### src/rtl/serial_sub_ctrl_pkg.sv
// serial_sub_ctrl_pkg: state encoding and default width shared by the serial subtractor
package serial_sub_ctrl_pkg;
  typedef enum logic [1:0] {
    IDLE = 2'd0,
    RUN  = 2'd1,
    DONE = 2'd2
  } state_t;
  localparam int DEF_WIDTH = 8;
endpackage

### src/rtl/serial_sub_ctrl_fs_cell.sv
// fs_cell: one-bit full subtractor computing x - y - z
module fs_cell (
  output logic d,
  output logic b_o,
  input  logic x,
  input  logic y,
  input  logic z
);
  assign d   = x ^ y ^ z;
  assign b_o = (~x & y) | (~(x ^ y) & z);
endmodule

### src/rtl/serial_sub_ctrl.sv
// serial_sub_ctrl: bit-serial LSB-first subtractor with start/busy/done handshake
module serial_sub_ctrl
  import serial_sub_ctrl_pkg::*;
#(
  parameter  int WIDTH = DEF_WIDTH,
  localparam int CNT_W = $clog2(WIDTH + 1)
) (
  input  logic             clk,
  input  logic             rst_n,
  input  logic             start,
  input  logic [WIDTH-1:0] a,
  input  logic [WIDTH-1:0] b,
  input  logic             borrow_in,
  output logic             busy,
  output logic             done,
  output logic [WIDTH-1:0] diff,
  output logic             borrow_out
);
  state_t st;
  logic [WIDTH-1:0] a_sh, b_sh, res_sh, res_nx;
  logic [CNT_W-1:0] cnt;
  logic brw, d, bo, accept;
  fs_cell u_cell (.d(d), .b_o(bo), .x(a_sh[0]), .y(b_sh[0]), .z(brw));
  assign accept = start && st != RUN;
  assign res_nx = {d, res_sh[WIDTH-1:1]};
  assign busy   = st == RUN;
  assign done   = st == DONE;
  always_ff @(posedge clk) begin
    if (!rst_n) begin
      st         <= IDLE;
      a_sh       <= '0;
      b_sh       <= '0;
      res_sh     <= '0;
      brw        <= 1'b0;
      cnt        <= '0;
      diff       <= '0;
      borrow_out <= 1'b0;
    end else if (accept) begin
      st   <= RUN;
      a_sh <= a;
      b_sh <= b;
      brw  <= borrow_in;
      cnt  <= '0;
    end else if (st == RUN) begin
      a_sh   <= a_sh >> 1;
      b_sh   <= b_sh >> 1;
      res_sh <= res_nx;
      brw    <= bo;
      cnt    <= cnt + 1'b1;
      if (cnt == CNT_W'(WIDTH - 1)) begin
        diff       <= res_nx;
        borrow_out <= bo;
        st         <= DONE;
      end
    end else begin
      st <= IDLE;
    end
  end
endmodule

### config.mk
export PLATFORM = sky130hd
export DESIGN_NAME = serial_sub_ctrl
export DESIGN_NICKNAME = d
export VERILOG_FILES = /design/src/rtl/serial_sub_ctrl_pkg.sv /design/src/rtl/serial_sub_ctrl_fs_cell.sv /design/src/rtl/serial_sub_ctrl.sv
export SDC_FILE = /design/constraint.sdc
export NUM_CORES = 1
export LEC_CHECK = 0
export CORE_UTILIZATION = 45
export CTS_BUF_LIST = sky130_fd_sc_hd__clkbuf_8
export CTS_CLUSTER_SIZE = 24
export DETAILED_ROUTE_END_ITERATION = 7
export MAX_ROUTING_LAYER = met4
export PLACE_DENSITY = 0.69
export SYNTH_ARGS = -nofsm -noshare
export SYNTH_HDL_FRONTEND = slang
export SYNTH_HIERARCHICAL = 1
export SYNTH_SLANG_ARGS = --single-unit
### constraint.sdc
create_clock -name clk -period 3.5 [get_ports clk]
set_input_delay 0.7 -clock clk [delete_from_list [all_inputs] [get_ports clk]]
set_output_delay 0.7 -clock clk [all_outputs]
set_load 0.02 [all_outputs]
After elaboration in Yosys (flattened, before gate mapping)
Index checks and enable logic that the tools add are counted.
{ "totals": {"output_inout_bits": 11, "ff_bits": 40, "inputBits": 20, "word_cells": 40} }
{ "classes": {"bitwise_logic": 10, "n_eq_ne": 5, "reduce_logical": 6, "n_addsub": 1, "muxes": 9} }
{ "ops": {"columns": ["cell", "count"], "rows": [
  ["2-to-1 mux 8 bit", 4],
  ["2-to-1 mux 1 bit", 5],
  ["inverter 1 bit", 5],
  ["adder 4 x 1 -> 4 bit, second input constant", 1],
  ["equality test 4 x 3 -> 1 bit, second input constant", 1],
  ["inequality test 3 x 1 -> 1 bit, second input constant", 1],
  ["AND reduction 3 bit", 1],
  ["OR reduction 3 bit", 1],
  ["bitwise AND 1 bit", 2],
  ["equality test 2 x 1 -> 1 bit, second input constant", 1],
  ["equality test 2 bit, second input constant", 1],
  ["inequality test 2 x 1 -> 1 bit, second input constant", 1],
  ["AND reduction 2 bit", 1],
  ["nonzero test 2 bit", 1],
  ["OR reduction 2 bit", 1],
  ["bitwise XOR 1 bit", 2],
  ["logical AND 1 bit", 1],
  ["bitwise OR 1 bit", 1]
]} }

Longest topological paths before layout
{ "depth": {"word_depth": 6, "depth_mapped": 6, "mapped_depth_nobuf": 5} }

Modules after synthesis
The synthesis kept the hierarchy.
{ "by_module_without_submodules": {"columns": ["module", "seq_area_each_um2", "cells_each", "n_inst", "area_per_inst_um2"], "rows": [
  ["serial_sub_ctrl", 780.7, 153, 1, 1525.2],
  ["fs_cell", 0.0, 4, 1, 31.3]
]} }

Worst setup path after synthesis
No wires, ideal clock.
{ "synth_timing": {"path_type": "register to output", "startpoint": "register st[1]", "endpoint": "output busy", "path_slack_ns": 1.945, "arrival_time_ns": 0.855, "n_path_buf": 2, "stages_incl_launch_ff": 5, "required_ns": 2.800, "cell_sequence": "dfxtp_1 nand2b_4 buf_6 inv_1 buf_2"} }
{ "synth_via": {"elab_chain_len": 1} }
{ "synth_rtl": {"columns": ["element", "line", "rtl"], "rows": [
  ["start: declaration", "serial_sub_ctrl.sv:19", "state_t st;"],
  ["start signal: assignment", "serial_sub_ctrl.sv:30", "st <= IDLE;"],
  ["start signal: assignment", "serial_sub_ctrl.sv:39", "st <= RUN;"],
  ["start signal: assignment", "serial_sub_ctrl.sv:53", "st <= DONE;"],
  ["equality test 2 x 1 -> 1 bit", "serial_sub_ctrl.sv:26", "assign busy = st == RUN;"],
  ["end: declaration", "serial_sub_ctrl.sv:14", "output logic busy,"]
]} }
Every way passes these cells.

Final worst setup path
Ends and elaborated chain as after synthesis.

==> results.toml <==
[detailed_routing]
drc_errors = 0
ant_nets = 0
vias_per_cell = 5.20
wl_mm = 2.98
drtPass1Iterations = 4
drt-initial-drc-count = 27
vias = 1180
wl_per_cell_microns = 13.1

[clocking]
path_clk_slew_ns = 0.06
htreeDepth = 2
postCtsHoldBufs = 0
post-cts-setup-buffers = 0
numCtsBuffers = 5
cts-root-buf = "clkbuf_8"
clockBufferDepth = 2
cts_tree = "yes"
clock-sinks = 39
post_cts_resized = 0
clock_latency_ns = 0.28

[worst_setup_path]
reg2reg_slack_ns = 1.92
required_ns = 2.80
path_max_fanout = 46
critPathLaunch = "st[1]"
critical_path_arrival_ns = 2.07
crit_path_end_kind = "output port"
reg2reg_to = "diff[3]"
setup.worst_path.class = "flip-flop to output port"
reg2reg_depth = 3
r2r-start = "st[1]"
cp-start-kind = "flip-flop"

[timing]
finalCriticalPeriod_ns = 2.77
fin_skew_ns = 0.00356
worst_pin_slew_ns = 0.832
fin_setup_tns_ns = 0
fmaxAchievable_mhz = 361
slew_headroom = 0.444
fin_crit_sh = 0.792
final-hold-violation-count = 0
rsz0062_at_grt = "no"
hold_ws_ns = 0.465
slew_violations = 0
setup_viol_count_final = 0

[die]
start_util = 0.490
die_w_microns = 60.8
die_h_microns = 60.8
core-area_sq_um = 3180
rows = 20
die_area_sq_um = 3700
ios = 31

[global_route]
grtUsageTotal = 0.185
antenna_found_initial = 0
grt_pass1_wl_mm = 4.70
grt_overflow = 0
grt_max_degree = 47
grt_pass1_vias = 1064

[logic_synthesis]
synth_seq_cells = 39
netlist_area_sq_um = 1560
syn_area_per_cell_sq_um = 9.91
syn_nets = 179
yosys_warnings = 6
ys_types = 26
synth-seq-area-share = 0.502
synth_cells = 157

[finish]
nets = 206
drive_gt1_frac = 0.0546
fin_util = 0.609
diodes = 0
syn_to_final_growth_pct = 24.4
final_area_sq_um = 1940
final_common_cell = "dfxtp_1"
final_cell_mix = "dfxtp_1 (39), clkdlybuf4s50_1 (30), nor2_1 (18)"

[pwr]
p_per_area_nw_per_um2 = 433
pwr-share-clk = 0.314
combPwrFrac = 0.119
max-vdd-ir-drop_v = 0.000259
swShare = 0.233
switching_power_uw = 196
leakagePower_uw = 0.000754
power_frac_seq = 0.567
power.internal_uw = 643
total_power_uw = 838

[placement]
hpwl_mm = 2.02
placed_area_sq_um = 1860
io_buffers = 30
routabilityCongestion = 0.737

[worst_hold_path]
hp-class = "flip-flop to flip-flop"
min_to = "res_sh[1]"
hp-start = "res_sh[1]"
hold_path_depth = 2

[flow_run]
drv_cap = 0

[run_status]
status = "finished, final reports clean"
## synthesized netlist by cell type
cell / n / area share
a31oi_1: 1 / 0.0040
nand2_1: 17 / 0.041
a21oi_1: 9 / 0.029
o21a_1: 2 / 0.0096
buf_2: 6 / 0.019
buf_6: 1 / 0.0072
inv_2: 1 / 0.0024
o31a_1: 1 / 0.0056
a22o_1: 9 / 0.051
nand2b_4: 1 / 0.0088
a211oi_1: 16 / 0.077
nand3b_1: 2 / 0.0096
buf_1: 1 / 0.0024
nor4_4: 1 / 0.014
and2b_1: 1 / 0.0048
mux2i_1: 17 / 0.11
fa_1: 1 / 0.013
nor2_1: 18 / 0.043
inv_1: 4 / 0.0096
dfxtp_1: 39 / 0.50
or3_1: 1 / 0.0040
nor3b_1: 1 / 0.0048
mux2_2: 1 / 0.0072
clkbuf_1: 3 / 0.0072
ha_1: 1 / 0.0080
nand3_1: 2 / 0.0064
## per-layer routing
layer / GRT usage / vias to the layer above / routed length [microns]
met5: - / - / 0
met4: 0.0779 / 0 / 40
met3: 0.0640 / 5 / 94
met2: 0.279 / 24 / 1390
met1: 0.223 / 547 / 1450
li1: - / 604 / -
## worst max path at each step
stage               to  slack [ns]  cells after the start
2_1_floorplan     busy        1.94                      4
3_3_place_gp   a_sh[2]        1.09                      4
3_5_place_dp   a_sh[3]        1.03                      4
4_1_cts           busy        0.73                      3
5_1_grt           busy        0.63                      3
6_report          busy        0.73                      3
## flip-flops by register name, summed over array words and instances, names as in the netlist
| name | flops |
|---|---|
| a_sh | 8 |
| b_sh | 8 |
| borrow_out | 1 |
| brw | 1 |
| cnt | 4 |
| diff | 8 |
| res_sh | 7 |
| st | 2 |
## power by group through the flow
stage | Combinational (uW) | Sequential (uW) | Clock [uW]
CTS | 100 | 475 | 274
global placement | 96.6 | 485 | 0
global route | 109 | 477 | 296
floorplan | 66.4 | 482 | 0
detailed placement | 99.7 | 485 | 0
finish | 100 | 475 | 263
## area by class of cell
| class | instances | area, sq um |
|---|---|---|
| sequential | 39 | 781 |
| tap | 44 | 55.1 |
| clock inverter | 1 | 3.75 |
| fill | 290 | 1240 |
| clock buffer | 5 | 68.8 |
| multi-input combinational | 102 | 701 |
| inverter | 5 | 18.8 |
| timing repair buffer | 31 | 308 |
## cell families (layout without fill, tap and decap cells)
group	after synthesis	count (layout)	synth area share
AOI/OAI and AO/OA	38	38	0.176
adders and majority gates	2	2	0.0209
buffers and inverters	16	42	0.0482
DFF	39	39	0.502
muxes	18	18	0.117
and+or+nand+nor	44	44	0.137
## worst max-delay path: stages, from the launching register on
cell,delay [ns]
dfxtp_1,0.32
nand2b_4,0.35
inv_1,0.43
clkdlybuf4s50_1,0.69
## through the flow
step	worst slack, ns	instances
finish	0.727	227
global route	0.634	227
CTS	0.734	227
detailed placement	1.03	221
global placement	1.09	221
floorplan	1.94	157
No activity file was read; power rests on OpenSTA's default activity.
